--- src/rtl/mem_port_arbiter.sv ---
// mem_port_arbiter: shares one single-port memory between fetch and data ports.
// Optional macro ARB_RR_EN: round-robin on contested grants instead of data priority.
module mem_port_arbiter #(
    parameter int AW         = 10,
    parameter int DW         = 32,
    parameter int MEM_LAT    = 2,
    parameter int STARVE_MAX = 4
) (
    input  logic          clk1,
    input  logic          reset,
    input  logic          i_req,
    input  logic [AW-1:0] i_addr,
    input  logic          i_flush,
    output logic          i_gnt,
    output logic          i_rvalid,
    output logic [DW-1:0] i_rdata,
    input  logic          d_req,
    input  logic          d_we,
    input  logic [AW-1:0] d_addr,
    input  logic [DW-1:0] d_wdata,
    output logic          d_gnt,
    output logic          d_rvalid,
    output logic [DW-1:0] d_rdata,
    output logic          m_en,
    output logic          m_we,
    output logic [AW-1:0] m_addr,
    output logic [DW-1:0] m_wdata,
    input  logic [DW-1:0] m_rdata,
    output logic          busy
);

    typedef enum logic [1:0] {
        S_IDLE,
        S_ISSUE,
        S_WAIT,
        S_RESP
    } state_t;

    localparam logic [2:0] LAT = 3'(MEM_LAT);

    state_t        r_state;
    logic          r_owner_d;
    logic          r_we;
    logic [2:0]    r_cnt;
    logic          r_flush_pend;
    logic          r_i_gnt;
    logic          r_i_rvalid;
    logic [DW-1:0] r_i_rdata;
    logic          r_d_gnt;
    logic          r_d_rvalid;
    logic [DW-1:0] r_d_rdata;
    logic          r_m_en;
    logic          r_m_we;
    logic [AW-1:0] r_m_addr;
    logic [DW-1:0] r_m_wdata;
    logic          r_busy;

    logic          w_any_req;
    logic          w_contest;
    logic          w_pick_d;
    logic          w_flush_hit;

    assign w_any_req   = i_req | d_req;
    assign w_contest   = i_req & d_req;
    assign w_flush_hit = ~r_owner_d & i_flush;

`ifdef ARB_RR_EN
    logic r_last_d;

    // Contested grants go to whichever port did not win last time
    assign w_pick_d = d_req & ~(w_contest & r_last_d);

    // Remember the owner of every grant for the next contest
    always_ff @(posedge clk1) begin
        if (reset) begin
            r_last_d <= 1'b1;
        end else if (r_state == S_IDLE && w_any_req) begin
            r_last_d <= w_pick_d;
        end
    end
`else
    localparam int         SW        = $clog2(STARVE_MAX + 1);
    localparam logic [SW-1:0] STARVE_LIM = SW'(STARVE_MAX);

    logic [SW-1:0] r_starve;

    // Data wins contests until the fetch port has lost STARVE_MAX in a row
    assign w_pick_d = d_req & ~(w_contest & (r_starve == STARVE_LIM));

    // Count contested data wins; any fetch grant resets the guard
    always_ff @(posedge clk1) begin
        if (reset) begin
            r_starve <= '0;
        end else if (r_state == S_IDLE && w_any_req) begin
            if (!w_pick_d) begin
                r_starve <= '0;
            end else if (w_contest && r_starve != STARVE_LIM) begin
                r_starve <= r_starve + SW'(1);
            end
        end
    end
`endif

    // Transaction FSM: latch winner, issue, wait out latency, respond
    always_ff @(posedge clk1) begin
        if (reset) begin
            r_state      <= S_IDLE;
            r_owner_d    <= 1'b0;
            r_we         <= 1'b0;
            r_cnt        <= '0;
            r_flush_pend <= 1'b0;
            r_i_gnt      <= 1'b0;
            r_i_rvalid   <= 1'b0;
            r_i_rdata    <= '0;
            r_d_gnt      <= 1'b0;
            r_d_rvalid   <= 1'b0;
            r_d_rdata    <= '0;
            r_m_en       <= 1'b0;
            r_m_we       <= 1'b0;
            r_m_addr     <= '0;
            r_m_wdata    <= '0;
            r_busy       <= 1'b0;
        end else begin
            unique case (r_state)
                S_IDLE: begin
                    if (w_any_req) begin
                        r_owner_d <= w_pick_d;
                        r_we      <= w_pick_d & d_we;
                        r_m_we    <= w_pick_d & d_we;
                        r_m_addr  <= w_pick_d ? d_addr : i_addr;
                        r_m_wdata <= w_pick_d ? d_wdata : '0;
                        r_m_en    <= 1'b1;
                        r_i_gnt   <= ~w_pick_d;
                        r_d_gnt   <= w_pick_d;
                        r_busy    <= 1'b1;
                        r_state   <= S_ISSUE;
                    end
                end
                S_ISSUE: begin
                    r_m_en  <= 1'b0;
                    r_m_we  <= 1'b0;
                    r_i_gnt <= 1'b0;
                    r_d_gnt <= 1'b0;
                    r_cnt   <= LAT;
                    if (w_flush_hit) begin
                        r_flush_pend <= 1'b1;
                    end
                    r_state <= S_WAIT;
                end
                S_WAIT: begin
                    r_cnt <= r_cnt - 3'd1;
                    if (w_flush_hit) begin
                        r_flush_pend <= 1'b1;
                    end
                    // A flush on the final wait cycle still kills the response
                    if (r_cnt == 3'd1) begin
                        if (r_owner_d) begin
                            r_d_rvalid <= 1'b1;
                            r_d_rdata  <= r_we ? '0 : m_rdata;
                        end else begin
                            r_i_rvalid <= ~(r_flush_pend | i_flush);
                            r_i_rdata  <= m_rdata;
                        end
                        r_state <= S_RESP;
                    end
                end
                S_RESP: begin
                    r_i_rvalid   <= 1'b0;
                    r_d_rvalid   <= 1'b0;
                    r_busy       <= 1'b0;
                    r_flush_pend <= 1'b0;
                    r_state      <= S_IDLE;
                end
                default: begin
                    r_state <= S_IDLE;
                end
            endcase
        end
    end

    assign i_gnt    = r_i_gnt;
    assign i_rvalid = r_i_rvalid;
    assign i_rdata  = r_i_rdata;
    assign d_gnt    = r_d_gnt;
    assign d_rvalid = r_d_rvalid;
    assign d_rdata  = r_d_rdata;
    assign m_en     = r_m_en;
    assign m_we     = r_m_we;
    assign m_addr   = r_m_addr;
    assign m_wdata  = r_m_wdata;
    assign busy     = r_busy;

endmodule

--- config.mk ---
export PLATFORM = sky130hd
export DESIGN_NAME = mem_port_arbiter
export DESIGN_NICKNAME = d
export VERILOG_FILES = /design/src/rtl/mem_port_arbiter.sv
export SDC_FILE = /design/constraint.sdc
export NUM_CORES = 1
export LEC_CHECK = 0
export BUFFER_PORTS_ARGS = -buffer_cell sky130_fd_sc_hd__buf_4
export CORE_ASPECT_RATIO = 1.5
export CORE_MARGIN = 1.5
export CORE_UTILIZATION = 28
export CTS_BUF_LIST = sky130_fd_sc_hd__clkbuf_8
export DETAILED_ROUTE_END_ITERATION = 10
export PLACE_DENSITY = 0.5
export SLEW_MARGIN = 20
export SYNTH_ARGS = -nofsm -noshare
export SYNTH_HDL_FRONTEND = slang
export SYNTH_SLANG_ARGS = --single-unit
--- constraint.sdc ---
create_clock -name clk1 -period 2.05 [get_ports clk1]
set_input_delay 0.41 -clock clk1 [delete_from_list [all_inputs] [get_ports clk1]]
set_output_delay 0.41 -clock clk1 [all_outputs]
set_load 0.02 [all_outputs]
==> summary.md, run 1 <==
The flow ran to the end, and the final reports show no timing, DRC or antenna violations. The first global-routing pass estimated 21,600 um of wire. The maximum fanout encountered on the critical timing path is 21, and the detailed router's first-iteration violation count is 176.

Slowest cell on the critical path: sky130_fd_sc_hd__nor3b_4. The starting utilization of the core area was 0.286; the number of library cell types mapped by synthesis was 38. The number of port buffers works out to 202. Total global routing track utilization: 0.159. The chip height was 161 um. Clock-pin slew was measured on the worst setup and hold paths at 0.08 ns. The floorplan die width is 108 um, and the latest clock arrival within the worst-skew pair is 0.43 ns.

The prevailing post-synth register cell is sky130_fd_sc_hd__dfxtp_1. The end-of-flow core utilization came out at 0.421. The period utilization came out at 0.895. TritonCTS built the clock tree. The worst path meets setup with 0.215 ns of slack.

For the number of iterations in the first detailed-routing pass, the log shows 5. Walking the worst path, the cells encountered are inv_1 -> ha_1 -> nand3_1 -> nand2_1 -> nor3b_4 -> buf_6 -> a22o_1. The post-detailed-route via-to-cell ratio is 4.72, and the number of vias in the routed layout is 4,392. The startpoint identified for the worst hold timing path is d_wdata[19]. Summed over all layers, the routed wires come to 14,000 um. For this design the total switching power over the nets is 2.20 mW. The synthesized netlist occupies a cell area of 4630 um2. The worst path in the final design needs a cycle of 1.83 ns, including I/O delays and setup.

The power density over cell area is 1050 nW/um2, and the total setup violations reported at the end of the flow is 0. The post-route non-filler standard cell count came out at 930. For the number of inserted diodes, the log shows 0. The share of total power in the clock network was 0.342. At the placement stage, the worst setup path has a slack of 0.220 ns. Internal power: 4.96 mW.

Max-cap violations in this run came to 0. Gates resized during post-CTS repair numbered 0. The hold buffer count at cts is 0, and the number of instances in the placed design is 898. The share of layout cells above drive strength 1 came out at 0.348. VDD sags by at most 0.515 mV.

At the end of routability-driven placement, the weighted congestion stood at 0.734. Number of register bits inferred by synthesis: 124. In the post-synthesis netlist, the biggest area contributors are sky130_fd_sc_hd__dfxtp_1, sky130_fd_sc_hd__nand2_1, sky130_fd_sc_hd__a21oi_1, sky130_fd_sc_hd__a22o_1, sky130_fd_sc_hd__nand3b_1. The number of pins exceeding their max-slew limit in the final report is 0. Setup repair after global routing left no endpoint under its margin. The buffer and inverter count on the worst path is 2, and the count of flip-flops with a built-in enable after synthesis is 0. The instance count of the mapped netlist is 514, and the mean cell area of the mapped netlist is 9.02 um2. The area share of the leading cell type in the synthesized netlist works out to 0.536. The startpoint identified for the worst register-to-register timing path is r_starve[0]$_SDFFE_PP0P_. The post-synthesis sequential area ratio was 0.536. The net count of the finished layout is 810. The worst-case headroom to the max-slew limit was 0.527; the placed cell area was 6360 um2. The cell taking the most area after synthesis is sky130_fd_sc_hd__dfxtp_1.

The run gives 2.20 ns as the data arrival time of the critical path. Switching portion of total power: 0.307. Entering global routing, the biggest net connects 65 pins. The run gives 2 as the number of buffers on the longest clock path. The site row count was 57; the number of post-CTS setup repair buffers was 0.

The H-tree was split into 4 levels. The global-route congestion overflow total is 0. The run gives 0.263 as the part of the total power dissipated in combinational logic. In this run the remaining antenna-violating nets after routing total 0. The top-level I/O count came out at 203.

The measured slew at the worst slew-check pin came out at 0.707 ns. Sorting the synthesized cells by how often they occur yields sky130_fd_sc_hd__dfxtp_1, sky130_fd_sc_hd__nand2_1, sky130_fd_sc_hd__a21oi_1, sky130_fd_sc_hd__nand3b_1, sky130_fd_sc_hd__a22o_1. The run gives 2.41 ns as the worst path required time.

The logs give 6820 um2 for the final design instance area without fill and 0 for the number of warnings issued by yosys. The final hold violation count came out at 0. The design draws 7.16 mW. The achievable frequency came out at 0.545 GHz. The area enclosed by the die boundary came out at 17,300 um2. After legalization and detailed placement, the total HPWL measured 10000 um. The worst setup path is launched from a flip-flop. The via count of the first global-routing pass is 4,290. For this run, the slowest stage of the critical path takes 0.49 ns.

Most used standard cell by instance count after synthesis: sky130_fd_sc_hd__dfxtp_1. CTS root buffer: sky130_fd_sc_hd__clkbuf_8. Leakage dissipation: 2.90 nW. The part of the total power dissipated in sequential elements came out at 0.395. For the initial antenna violation count, the log shows 0.

The area overhead of the layout relative to synthesis works out to 47.1%. In the routed design, unresolved DRC markers number 0. Clock tree synthesis found a total of 124 sinks. The critical path starts at r_starve[0]$_SDFFE_PP0P_.

Buffers inserted during clock tree synthesis total 17. The path type of the worst setup path was flip-flop to flip-flop. Clock skew on the completed layout was measured at 0.0170 ns.

The kind of cell with the highest combined delay along the critical path is simple AND/OR/NAND/NOR gates. The path class of the tightest hold or removal check is input port to flip-flop. In this run the standard cell core region covers 16,200 um2. The post-synthesis async set-or-reset flop share is 0. Counting every net in the synthesized netlist gives 613. STA classifies the critical path endpoint as a flip-flop. Dividing the detail-routed wire length by the instance count gives 15.0 um.
-- metrics by stage --
stage / setup TNS (ns) / hold WS [ns]
floorplan: 0 / 0.453
global placement: -2.07 / 0.438
detailed placement: 0 / 0.446
CTS: 0 / 0.155
global route: 0 / 0.168
finish: 0 / 0.190
-- cells by family after synthesis --
logic type / after synthesis / synth area share
simple gates: 196 / 0.204
compound gates: 137 / 0.185
flops: 124 / 0.536
buf+inv: 46 / 0.0472
fa+ha+maj: 9 / 0.0243
mux: 2 / 0.00459
-- cell type report --
type	count	area [um2]
fill	1598	9370
sequential	124	2480
multi-input combinational	344	1950
timing repair buffer	217	1650
tap	206	258
clock buffer	17	234
clock inverter	15	223
inverter	7	26.3
-- final timing paths --
kind                                            endpoint  slack, ns  cells past startpoint
worst max-delay path            m_wdata[26]$_SDFFE_PP0P_       0.22                      7
worst max register to register  m_wdata[26]$_SDFFE_PP0P_       0.22                      7
worst min register to register  d_rdata[23]$_SDFFE_PP0P_       0.45                      2
worst min-delay path            m_wdata[19]$_SDFFE_PP0P_       0.19                      2
-- cells in the final DEF (no fill, tap or decap), types with 2 or more instances in the layout --
cell type / count
sky130_fd_sc_hd__nand2_1: 117
sky130_fd_sc_hd__a22oi_1: 3
sky130_fd_sc_hd__nor3b_1: 2
sky130_fd_sc_hd__dfxtp_1: 124
sky130_fd_sc_hd__a22o_1: 32
sky130_fd_sc_hd__ha_1: 9
sky130_fd_sc_hd__clkinv_4: 3
sky130_fd_sc_hd__a21oi_1: 82
sky130_fd_sc_hd__bufinv_16: 5
sky130_fd_sc_hd__o21ai_0: 2
sky130_fd_sc_hd__buf_4: 215
sky130_fd_sc_hd__nor3_1: 2
sky130_fd_sc_hd__o21ai_1: 2
sky130_fd_sc_hd__a211oi_1: 12
sky130_fd_sc_hd__or3_1: 2
sky130_fd_sc_hd__clkbuf_8: 17
sky130_fd_sc_hd__nand2b_1: 2
sky130_fd_sc_hd__nand3b_1: 33
sky130_fd_sc_hd__nand3_1: 4
sky130_fd_sc_hd__clkinvlp_4: 4
sky130_fd_sc_hd__nor2_1: 22
sky130_fd_sc_hd__inv_1: 9
-- layer usage --
metal / global-route usage / wire (um) / vias to the layer above
met4: 0.0484 / 195 / 0
met1: 0.181 / 5550 / 2031
met2: 0.272 / 6950 / 187
li1: - / - / 2157
met3: 0.0584 / 1290 / 17
met5: 0 / 0 / -
-- registers in the layout (all words and copies together), names as in the netlist, 2 cells and up --
signal and cells:
i_rdata 32, d_rdata 32, r_cnt 3, r_starve 3, m_wdata 32, m_addr 10, r_state 2
-- power groups by stage --
stage	registers, mW	clock network (mW)	logic [mW]
floorplan	3.11	0	0.851
global placement	2.88	0	1.86
detailed placement	2.88	0	1.91
CTS	2.83	2.53	1.91
global route	2.87	2.64	2.07
finish	2.83	2.45	1.88
-- worst register-to-register path, delay by kind of cell, from the launching register on --
family | cells | cell delay (ns)
buffers and inverters | 2 | 0.33
DFF | 1 | 0.38
adders and majority gates | 1 | 0.21
and+or+nand+nor | 3 | 0.70
AOI/OAI and AO/OA | 1 | 0.16
No activity file was read; power rests on OpenSTA's default activity.
==> run 2, diff against run 1 <==
- CTS_BUF_LIST: sky130_fd_sc_hd__clkbuf_8 -> unset
==> summary.md, run 2 (synthesis gave the netlist of run 1 again) <==
Setup repair after global routing left no endpoint under its margin. The signal on the critical path passes through inv_1 -> ha_1 -> nand3_1 -> nand2_1 -> nor3b_4 -> buf_6 -> a22o_1. The tools report the data arrival time of the critical path as 2.18 ns (-0.02 ns). The wire length of the first global-routing pass was 21,800 um (+0.74%); the total power was 7.98 mW (+11%).

STA classifies the critical path startpoint as a flip-flop. The worst setup path is of the flip-flop to flip-flop kind. For the top-level I/O count, the log shows 203 (unchanged). The measured slew at the worst slew-check pin was 0.706 ns (-0.000895 ns); the number of instances in the placed design was 898 (unchanged). The global-route met2 utilization is 0.274 (+0.00144). The tools report the final hold violation count as 0 (unchanged). For the hold buffer count at cts, the log shows 0 (unchanged). The leakage dissipation is 2.98 nW (+2.7%).

From synthesis to final layout, the design area changed by 51.2%. The site row count was 57 (unchanged). The pre-CTS setup slack was 0.220 ns (unchanged). The tools report the number of post-CTS setup repair buffers as 0 (unchanged).

For the post-route non-filler standard cell count, the log shows 930 (unchanged). Peak supply drop: 0.568 mV (+10%). The cell sitting at the root of the clock tree is a sky130_fd_sc_hd__clkbuf_16. The sum of negative setup slack was 0 ns (unchanged); the share of layout cells above drive strength 1 was 0.348 (unchanged).

TritonCTS built the clock tree. The slowest cell on the critical path is sky130_fd_sc_hd__nor3b_4. The run gives 2.40 ns (about the same) as the worst path required time.

The worst hold path belongs to the class input port to flip-flop. The max capacitance violation total came out at 0 (unchanged). For the global routing met1 resource utilization, the log shows 0.183 (+0.00198). The tools report the core box area as 16,200 um2 (unchanged).

The delay contributed by the slowest stage of the critical path works out to 0.49 ns (about the same). The run gives 1,578 (-1.3%) as the filler cell count in the final layout. In the layout the commonest cells are sky130_fd_sc_hd__buf_4, sky130_fd_sc_hd__dfxtp_1, sky130_fd_sc_hd__nand2_1.

The worst clock skew was 0.0146 ns (-0.00243 ns); the power density over cell area was 1140 nW/um2 (+8.4%). The floorplan die width came out at 108 um (unchanged). For the total clock sinks, the log shows 124 (unchanged). The routing layer with the top usage in global route was met2. The number of inserted diodes was 0 (unchanged); the number of iterations in the first detailed-routing pass was 4 (-1). Time the worst path needs with I/O delays and setup: 1.83 ns (-0.00158 ns).

The number of pins exceeding their max-slew limit in the final report is 0 (unchanged). The initial antenna violation count was 0 (unchanged); the total global routing track utilization was 0.159 (+0.000491). The tools report the worst-case headroom to the max-slew limit as 0.528 (+0.000598).

The run finished with clean final reports. The total setup violations reported at the end of the flow is 0 (unchanged). The chip height is 161 um (unchanged).

The capturing element type of the critical path was a flip-flop. The run gives 0 (unchanged) as the number of gates given a new drive strength after cts. The number of port buffers was 202 (unchanged). The tools report the number of buffers inserted during clock tree synthesis as 17 (unchanged).

The library cell used most frequently in the layout, excluding fill and tap cells, is sky130_fd_sc_hd__buf_4. The average wire length per cell after detail routing came out at 15.1 um (+0.11%). The global-route congestion overflow total came out at 0 (unchanged). HPWL after detailed placement: 10000 um (unchanged). The final setup slack of the worst path came out at 0.217 ns (+0.00158 ns). The starting utilization of the core area was 0.286 (unchanged); the number of buffers on the longest clock path was 2 (unchanged). The via count of the first global-routing pass is 4,298 (+0.19%). Detailed router's first-iteration violation count: 190 (+8.0%). The met3 capacity usage during global routing came out at 0.0511 (-0.00731).

The logs give 0.734 (unchanged) for the final RePlAce weighted congestion and 0 (unchanged) for the detailed-route DRC error count. The maximum fanout encountered on the critical timing path was 21 (unchanged); the achievable frequency was 0.546 GHz (about the same). The tools report the number of vias in the routed layout as 4,384 (-0.18%). The area enclosed by the die boundary is 17,300 um2 (unchanged). For the pin count of the biggest net entering global routing, the log shows 65 (unchanged). The post-CTS clock slew at the launch and capture registers of the worst setup and hold paths came out at 0.06 ns (-0.02 ns).

Period utilization: 0.894 (about the same). The post-detailed-route via-to-cell ratio was 4.71 (-0.18%). The tools report the total length of routed wires as 14,000 um (+0.11%). The post-layout net count came out at 810 (unchanged).

The combined area of the multi-input logic cells was 1950 um2 (unchanged); the sequential cell area was 2480 um2 (unchanged). The end-of-flow core utilization is 0.433 (+0.0118), and the number of antenna-violating nets in the routed design is 0 (unchanged). The logs give 0.41 ns (-0.02 ns) for the latest clock arrival within the worst-skew pair and 4 (unchanged) for the total number of H-tree levels.
==> run 2: worst paths after layout <==
check                                   to                startpoint  slack, ns  cells past startpoint
setup / recovery  m_wdata[22]$_SDFFE_PP0P_  r_starve[0]$_SDFFE_PP0P_       0.22                      7
hold / removal    m_wdata[19]$_SDFFE_PP0P_               d_wdata[19]       0.22                      2
hold reg to reg   d_rdata[23]$_SDFFE_PP0P_  d_rdata[23]$_SDFFE_PP0P_       0.45                      2
setup reg to reg  m_wdata[22]$_SDFFE_PP0P_  r_starve[0]$_SDFFE_PP0P_       0.22                      7
==> run 2: routing by layer <==
layer	vias up	wire, um
li1	2157	-
met1	2029	5630
met2	182	6930
met3	16	1240
met4	0	209
met5	-	0
==> run 2: metrics by stage <==
stage	hold slack [ns]	area (um2)
floorplan	0.453	4630
global placement	0.438	6340
detailed placement	0.446	6360
CTS	0.195	7010
global route	0.210	7010
finish	0.218	7010
==> run 2: critical path: cells and delay by family, from the launching register on <==
| family | cells | cell delay, ns |
|---|---|---|
| AOI/OAI and AO/OA | 1 | 0.16 |
| adders and majority gates | 1 | 0.21 |
| buffers and inverters | 2 | 0.33 |
| DFF | 1 | 0.37 |
| and+or+nand+nor | 3 | 0.70 |
==> run 2: power breakdown <==
group	internal (mW)	total [mW]	leakage [nW]	switching, mW
sequential	2.68	2.84	1.01	0.159
clock	2.17	3.26	0.300	1.10
combinational	0.841	1.89	1.67	1.05
==> run 2: cell type report <==
cell class,instances,share of cell area
Timing Repair Buffer,217,0.235
Tap cell,206,0.0368
Inverter,7,0.00375
Multi-Input combinational cell,344,0.278
Clock buffer,19,0.0618
Sequential cell,124,0.354
Clock inverter,13,0.0307
